[config.mk]
export PLATFORM = sky130hd
export DESIGN_NAME = mem_port_arbiter
export DESIGN_NICKNAME = d
export VERILOG_FILES = /design/src/rtl/rv_mem_pkg.sv /design/src/rtl/mem_port_arbiter.sv
export SDC_FILE = /design/constraint.sdc
export NUM_CORES = 1
export LEC_CHECK = 0
export ABC_CLOCK_PERIOD_IN_PS = 4650
export BUFFER_PORTS_ARGS = -buffer_cell sky130_fd_sc_hd__buf_2
export CORE_UTILIZATION = 25
export DETAILED_ROUTE_END_ITERATION = 16
export SYNTH_ARGS = -nofsm -noshare
export SYNTH_HDL_FRONTEND = slang
export SYNTH_SLANG_ARGS = --single-unit
[constraint.sdc]
create_clock -name clk -period 4.65 [get_ports clk]
set_clock_uncertainty 0.1 [all_clocks]
set_input_delay 0.93 -clock clk [delete_from_list [all_inputs] [get_ports clk]]
set_output_delay 0.93 -clock clk [all_outputs]
set_load 0.02 [all_outputs]
[src/rtl/rv_mem_pkg.sv]
// Shared definitions for the instruction/data memory port arbiter.
//   arb_state_e  : arbiter FSM states
//   *_DEF        : default address width, data width and memory timeout
package rv_mem_pkg;

  localparam int unsigned ADDR_W_DEF  = 32;
  localparam int unsigned DATA_W_DEF  = 32;
  localparam int unsigned TMO_CYC_DEF = 255;

  // I_DRAIN: a flushed fetch is still outstanding at the memory and must be
  // completed (or timed out) before the port can be reused.
  typedef enum logic [1:0] {
    IDLE,
    I_BUSY,
    D_BUSY,
    I_DRAIN
  } arb_state_e;

endpackage

[src/rtl/mem_port_arbiter.sv]
// Arbitrates a fetch port and a data port onto one single-port memory.
//   clk, reset                       : clock, synchronous active-high reset
//   if_req/if_addr/if_flush          : fetch request, address, fetch kill
//   if_rdata/if_valid/if_stall       : fetch data, done pulse, stall
//   dm_req/we/addr/wdata/be          : data-stage load/store request
//   dm_rdata/dm_valid/dm_stall       : load data, done pulse, stall
//   mem_req/we/addr/wdata/be         : registered request to memory
//   mem_ready/mem_rdata              : memory completion and read data
//   mem_err                          : sticky memory timeout flag
module mem_port_arbiter
  import rv_mem_pkg::*;
#(
  parameter int unsigned ADDR_W  = ADDR_W_DEF,
  parameter int unsigned DATA_W  = DATA_W_DEF,
  parameter int unsigned TMO_CYC = TMO_CYC_DEF
) (
  input  logic                clk,
  input  logic                reset,
  input  logic                if_req,
  input  logic [ADDR_W-1:0]   if_addr,
  input  logic                if_flush,
  output logic [DATA_W-1:0]   if_rdata,
  output logic                if_valid,
  output logic                if_stall,
  input  logic                dm_req,
  input  logic                dm_we,
  input  logic [ADDR_W-1:0]   dm_addr,
  input  logic [DATA_W-1:0]   dm_wdata,
  input  logic [DATA_W/8-1:0] dm_be,
  output logic [DATA_W-1:0]   dm_rdata,
  output logic                dm_valid,
  output logic                dm_stall,
  output logic                mem_req,
  output logic                mem_we,
  output logic [ADDR_W-1:0]   mem_addr,
  output logic [DATA_W-1:0]   mem_wdata,
  output logic [DATA_W/8-1:0] mem_be,
  input  logic                mem_ready,
  input  logic [DATA_W-1:0]   mem_rdata,
  output logic                mem_err
);

  localparam int unsigned BE_W  = DATA_W / 8;
  localparam int unsigned CNT_W = ($clog2(TMO_CYC + 1) > 8) ? $clog2(TMO_CYC + 1) : 8;
  localparam logic [CNT_W-1:0] TMO_LAST = CNT_W'(TMO_CYC - 1);

  arb_state_e        state_q, state_d;
  logic              last_i_q, last_i_d;
  logic [CNT_W-1:0]  wait_q, wait_d;
  logic              mem_req_q, mem_req_d;
  logic              mem_we_q, mem_we_d;
  logic [ADDR_W-1:0] mem_addr_q, mem_addr_d;
  logic [DATA_W-1:0] mem_wdata_q, mem_wdata_d;
  logic [BE_W-1:0]   mem_be_q, mem_be_d;
  logic              if_valid_q, if_valid_d;
  logic              dm_valid_q, dm_valid_d;
  logic [DATA_W-1:0] if_rdata_q, if_rdata_d;
  logic [DATA_W-1:0] dm_rdata_q, dm_rdata_d;
  logic              err_q, err_d;

  logic if_go, dm_go, grant_d, grant_i;

  // A requester holds its request through the valid cycle, so a request seen
  // alongside its own valid pulse is the completed one and must not regrant.
  assign if_go   = if_req & ~if_flush & ~if_valid_q;
  assign dm_go   = dm_req & ~dm_valid_q;
  assign grant_d = dm_go & (~if_go | last_i_q);
  assign grant_i = if_go & ~grant_d;

  always_comb begin
    state_d     = state_q;
    last_i_d    = last_i_q;
    wait_d      = wait_q;
    mem_req_d   = mem_req_q;
    mem_we_d    = mem_we_q;
    mem_addr_d  = mem_addr_q;
    mem_wdata_d = mem_wdata_q;
    mem_be_d    = mem_be_q;
    if_valid_d  = 1'b0;
    dm_valid_d  = 1'b0;
    if_rdata_d  = if_rdata_q;
    dm_rdata_d  = dm_rdata_q;
    err_d       = err_q;

    case (state_q)
      IDLE: begin
        if (grant_d) begin
          state_d     = D_BUSY;
          last_i_d    = 1'b0;
          wait_d      = '0;
          mem_req_d   = 1'b1;
          mem_we_d    = dm_we;
          mem_addr_d  = dm_addr;
          mem_wdata_d = dm_wdata;
          mem_be_d    = dm_be;
        end else if (grant_i) begin
          state_d     = I_BUSY;
          last_i_d    = 1'b1;
          wait_d      = '0;
          mem_req_d   = 1'b1;
          mem_we_d    = 1'b0;
          mem_addr_d  = if_addr;
          mem_wdata_d = '0;
          mem_be_d    = '1;
        end
      end
      I_BUSY, D_BUSY, I_DRAIN: begin
        if (mem_ready) begin
          state_d   = IDLE;
          mem_req_d = 1'b0;
          // A flush landing on the completion cycle discards the data.
          if (state_q == I_BUSY && !if_flush) begin
            if_valid_d = 1'b1;
            if_rdata_d = mem_rdata;
          end else if (state_q == D_BUSY) begin
            dm_valid_d = 1'b1;
            dm_rdata_d = mem_we_q ? '0 : mem_rdata;
          end
        end else if (wait_q == TMO_LAST) begin
          state_d   = IDLE;
          mem_req_d = 1'b0;
          err_d     = 1'b1;
        end else begin
          wait_d = wait_q + CNT_W'(1);
          if (state_q == I_BUSY && if_flush) begin
            state_d = I_DRAIN;
          end
        end
      end
      default: state_d = IDLE;
    endcase
  end

  always_ff @(posedge clk) begin
    if (reset) begin
      state_q     <= IDLE;
      last_i_q    <= 1'b1;
      wait_q      <= '0;
      mem_req_q   <= 1'b0;
      mem_we_q    <= 1'b0;
      mem_addr_q  <= '0;
      mem_wdata_q <= '0;
      mem_be_q    <= '0;
      if_valid_q  <= 1'b0;
      dm_valid_q  <= 1'b0;
      if_rdata_q  <= '0;
      dm_rdata_q  <= '0;
      err_q       <= 1'b0;
    end else begin
      state_q     <= state_d;
      last_i_q    <= last_i_d;
      wait_q      <= wait_d;
      mem_req_q   <= mem_req_d;
      mem_we_q    <= mem_we_d;
      mem_addr_q  <= mem_addr_d;
      mem_wdata_q <= mem_wdata_d;
      mem_be_q    <= mem_be_d;
      if_valid_q  <= if_valid_d;
      dm_valid_q  <= dm_valid_d;
      if_rdata_q  <= if_rdata_d;
      dm_rdata_q  <= dm_rdata_d;
      err_q       <= err_d;
    end
  end

  assign if_rdata  = if_rdata_q;
  assign if_valid  = if_valid_q;
  assign if_stall  = if_req & ~if_valid_q;
  assign dm_rdata  = dm_rdata_q;
  assign dm_valid  = dm_valid_q;
  assign dm_stall  = dm_req & ~dm_valid_q;
  assign mem_req   = mem_req_q;
  assign mem_we    = mem_we_q;
  assign mem_addr  = mem_addr_q;
  assign mem_wdata = mem_wdata_q;
  assign mem_be    = mem_be_q;
  assign mem_err   = err_q;

endmodule

After elaboration in Yosys (flattened, before gate mapping) --
Index checks and enable logic that the tools add are counted.
Word-level totals: register bits after elaboration 148, input bits 139, output and inout port bits 139, word-level logic and storage cells 81
Operators by class: add/sub/neg operators 1, equality and inequality tests 9, multiplexer cells 28, bitwise gates (word level) 15, reduce and logical (&&, ||, !) cells 15
Operator list (count):
- $mux 32 | 5
- $mux 8 | 4
- $pmux 8 s2 | 1
- $mux 2 | 5
- $mux 1 | 9
- $reduce_and 3->1 | 3
- $add 8x1->8 const B | 1
- $eq 8x8->1 const B | 1
- $mux 4 | 2
- $not 1->1 | 8
- $and 1x1->1 | 6
- $ne 3x3->1 const B | 2
- $reduce_and 2->1 | 3
- $reduce_or 3->1 | 2
- $eq 2x2->1 const B | 2
- $ne 2x2->1 const B | 2
- $ne 4x4->1 const B | 1
- $pmux 2 s2 | 1
- $reduce_and 4->1 | 1
- $reduce_or 4->1 | 1
- $eq 2x1->1 const B | 1
- $logic_and 1x1->1 | 2
- $logic_not 2->1 | 1
- $pmux 1 s2 | 1
- 3 further kinds | 3

Logic depth before layout (Yosys ltp) --
depth in word-level cells 11, mapped depth 7, gate-level depth less buffers 6

Worst setup path after synthesis --
No wires, ideal clock.
path type input port to flip-flop, start point input port if_flush, end point register mem_wdata_q[12] (netlist: mem_wdata[12]), data arrival time 2.088 ns, data required time 4.433 ns, setup slack 2.345 ns, stages 6, buffers on the path 2, cell sequence or3b_4 > a21oi_2 > nor2_1 > buf_2 > buf_6 > a22o_1
On the way: word-level cells in the longest chain between the ends 10
Ends and longest elaborated chain:
- from (decl) | RTL line mem_port_arbiter.sv:21 | input logic if_flush,
- $not 1->1 (*) | RTL line mem_port_arbiter.sv:65 | assign if_go = if_req & ~if_flush & ~if_valid_q;
- $and 1x1->1 (*) (2 in series) | RTL line mem_port_arbiter.sv:65
- $not 1->1 | RTL line mem_port_arbiter.sv:67 | assign grant_d = dm_go & (~if_go | last_i_q);
- $or 1x1->1 | RTL line mem_port_arbiter.sv:67
- $and 1x1->1 | RTL line mem_port_arbiter.sv:67
- $not 1->1 | RTL line mem_port_arbiter.sv:68 | assign grant_i = if_go & ~grant_d;
- $and 1x1->1 | RTL line mem_port_arbiter.sv:68
- $reduce_bool 2->1 (no line)
- $reduce_and 2->1 (no line)
- to (signal assigned) | RTL line mem_port_arbiter.sv:156 | mem_wdata_q <= mem_wdata_d;
- to (decl) | RTL line mem_port_arbiter.sv:53 | logic [DATA_W-1:0] mem_wdata_q, mem_wdata_d;
Mark *: on every way between the ends. The rest lies on a longest branch, timed or not. A chain may end at the register's enable or synchronous reset.

Worst setup path in the final report --
start point input port if_flush, end point register mem_addr_q[20] (netlist: mem_addr[20])
On the way: word-level cells in the longest chain between the ends 10
Ends and longest elaborated chain:
- $not 1->1 (*) | RTL line mem_port_arbiter.sv:65
- $and 1x1->1 (*) (2 in series) | RTL line mem_port_arbiter.sv:65
- $not 1->1 | RTL line mem_port_arbiter.sv:67
- $or 1x1->1 | RTL line mem_port_arbiter.sv:67
- $and 1x1->1 | RTL line mem_port_arbiter.sv:67
- $not 1->1 | RTL line mem_port_arbiter.sv:68
- $and 1x1->1 | RTL line mem_port_arbiter.sv:68
- $reduce_bool 2->1 (no line)
- $reduce_and 2->1 (no line)
- to (signal assigned) | RTL line mem_port_arbiter.sv:155 | mem_addr_q <= mem_addr_d;
- to (decl) | RTL line mem_port_arbiter.sv:52 | logic [ADDR_W-1:0] mem_addr_q, mem_addr_d;
Marked as above.

==> impl_metrics.csv <==
group,metric,value,unit
run_status,status,"complete, no violations",
logic_synthesis,synthDistinctLibCells,41,
routing,drt_first_iter_violations,191,
routing,antenna_left,0,
power_and_ir_drop,ir_worst_vdd,0.207,mV
timing,rsz0062_at_grt,"no",
floorplan,io_pins,278,
finish,synthToLayoutAreaGrowth,43.0,%
timing,max_clock_freq,384,MHz
logic_synthesis,yosysWarningCount,0,
critical_path,crit_path_start_kind,"input port",
floorplan,rows,52,
timing,maxSlewHeadroom,20.4,%
logic_synthesis,ys_seq_area_share,56.5,%
floorplan,die_x,147,µm
logic_synthesis,ys_ff_latch,148,
finish,drive_gt1_share,42.6,%
placement,hpwlAfterDp,11.2,mm
finish,nets,900,
floorplan,die_area,21600,µm²
routing,routedWlPerCell,15.2,µm
grt,grt_pass1_wl,24.3,mm
placement,io_buffers,277,
clock_tree,cts_setup_buffers,0,
placement,place_congestion,0.794,
clock_tree,clk_pin_slew,0.06,ns
routing,routed_wirelength,15.8,mm
timing,hold_viol,0,
floorplan,core_area,20400,µm²
worst_hold_path,hold_class,"register to register",
grt,grt_max_degree,66,
logic_synthesis,syn_inst,494,
grt,grtUsageTotal,14.5,%
grt,grt_pass1_vias,4532,
power_and_ir_drop,power_density,440,nW/µm²
finish,utilization,36.7,%
critical_path,worstPathMaxFanout,21,
timing,worstMarginPinSlew,1.19,ns
timing,layout_min_cycle_time,2.61,ns
routing,viasPerCell,4.56,
floorplan,die_height,147,µm
routing,vias,4758,
timing,final-setup-viol-count,0,
clock_tree,hold_buffers,0,
clock_tree,clock_latency,0.42,ns
critical_path,cp.required,4.85,ns
clock_tree,post_cts_resize_count,0,
routing,firstDrtPassIters,4,
critical_path,cp-end-kind,"register",
logic_synthesis,ys_top_cells_by_area,"dfxtp_1, a22o_1, mux2i_1, o2bb2ai_1, nand2_1",
clock_tree,cts_tree,"done",
logic_synthesis,yosysTopAreaCellShare,56.5,%
clock_tree,clockRootBuffer,"clkbuf_16",
critical_path,critical_path_class,"input port to register",
routing,drc,0,
clock_tree,cts_max_path_buffers,2,
timing,post-route-period-util,56.1,%
logic_synthesis,avgSynthCellArea,10.6,µm²
logic_synthesis,synth_area,5250,µm²
timing,maxSlewViolCount,0,
logic_synthesis,syn_nets,635,
timing,fin_tns_setup,0,ns
logic_synthesis,yosysTopAreaCell,"dfxtp_1",
critical_path,arrival,2.81,ns
floorplan,start_util,25.7,%
clock_tree,htreeDepth,4,
clock_tree,cts_sinks,148,
grt,globalRoute.totalOverflow,0,
run,cap_violations,0,
clock_tree,numCtsBuffers,17,
power_and_ir_drop,p_leak,0.00350,µW
grt,antenna_found_initial,3,
power_and_ir_drop,total_power,3300,µW
[flip-flops by register name, summed over array words and instances (netlist names)]
register,cells
if_valid,1
dm_rdata,32
last_i_q,1
mem_err,1
mem_wdata,32
if_rdata,32
dm_valid,1
mem_be,4
mem_req,1
state_q,2
mem_we,1
wait_q,8
mem_addr,32
[placed cells by master, fill, tap and decap left out, drive strengths merged, types with 2 or more instances in the layout]
| cell type | Yosys | routed |
|---|---|---|
| ha | 2 | 2 |
| nand3 | 5 | 5 |
| o2bb2ai | 32 | 32 |
| o21ba | 2 | 2 |
| nand4 | 2 | 2 |
| clkinvlp | 0 | 3 |
| mux2i | 32 | 32 |
| nand3b | 4 | 4 |
| or2 | 4 | 4 |
| o21ai | 4 | 4 |
| nor3 | 4 | 4 |
| a21oi | 38 | 38 |
| a22o | 65 | 65 |
| nand2b | 3 | 3 |
| inv | 4 | 11 |
| a211oi | 5 | 5 |
| o32ai | 3 | 3 |
| bufinv | 0 | 3 |
| or4b | 2 | 2 |
| nand2 | 69 | 69 |
| dfxtp | 148 | 148 |
| buf | 15 | 285 |
| or3 | 2 | 2 |
| clkbuf | 24 | 18 |
| a31oi | 3 | 3 |
| nor2 | 14 | 14 |
[worst paths after layout]
path / startpoint / endpoint / slack (ns) / cells past startpoint
worst max-delay path: if_flush / mem_addr[20] / 2.04 / 6
worst min-delay path: if_rdata[24] / if_rdata[24] / 0.35 / 2
worst max register to register: state_q[1] / mem_wdata[31] / 2.27 / 5
worst min register to register: if_rdata[24] / if_rdata[24] / 0.35 / 2
[power by group]
part,switching [µW],internal (µW)
registers,46.0,1350
logic,278,174
clock network,594,863
total,917,2390
[worst max-delay path: stages]
cell	delay, ns
buf_2	0.14
or3b_4	0.42
o21ai_4	0.66
buf_4	0.34
mux2i_1	0.22
o2bb2ai_1	0.07
[final cells by class]
type                            instances  area [µm²]
Tap cell                              270         338
Sequential cell                       148        2960
Clock buffer                           18         429
Clock inverter                         14         190
Multi-Input combinational cell        303        2120
Inverter                                4        15.0
Timing Repair Buffer                  285        1450
Fill cell                            2100       12900
Antenna cell                            1        2.50
[routing by layer]
metal	up-vias	global-route usage, %	wire (µm)
met4	4	5.68	216
met5	-	0	27
met3	22	4.57	1290
met2	222	23.7	7380
li1	2335	-	-
met1	2175	17.8	6890
[cells by family after synthesis]
family / Yosys count / share of synthesized area [%]
AOI/OAI and AO/OA: 155 / 22.8
adders and majority gates: 2 / 0.477
buffers and inverters: 43 / 4.08
DFF: 148 / 56.5
muxes: 32 / 6.11
and+or+nand+nor: 114 / 10.0
[metrics by stage]
stage | hold slack (ns) | area [µm²] | worst slack [ns] | cells
after detailed placement | 0.342 | 6880 | 1.59 | 1010
after global placement | 0.339 | 6880 | 1.64 | 1010
after CTS | 0.354 | 7500 | 2.05 | 1042
after global routing | 0.366 | 7500 | 1.95 | 1042
after floorplan | 0.346 | 5250 | 2.35 | 494
final | 0.352 | 7500 | 2.04 | 1043
[cells in the mapped netlist]
library cell  instances
nor3b_1               1
a221oi_1              1
inv_2                 1
clkbuf_1             24
or2_1                 1
nand2b_1              3
nor4b_2               1
nor2b_1               1
or2_0                 1
a21oi_1              37
a2bb2oi_1             1
o21ai_0               2
inv_1                 3
o2bb2ai_1            32
a22o_1               65
nor4_1                1
nand3b_1              4
dfxtp_1             148
o32ai_1               3
o21ba_2               2
nor2_1               14
buf_6                 5
or3_1                 2
nand4_1               2
nand3_1               5
mux2i_1              32
or2_2                 2
or4b_1                2
nand2_1              69
ha_1                  2
o21ai_2               1
o21ai_1               1
buf_2                 9
a21oi_2               1
a31oi_1               3
buf_4                 1
a211oi_1              5
nor3_1                3
o31a_1                1
or3b_4                1
nor3_2                1
No activity file was read; power rests on OpenSTA's default activity.
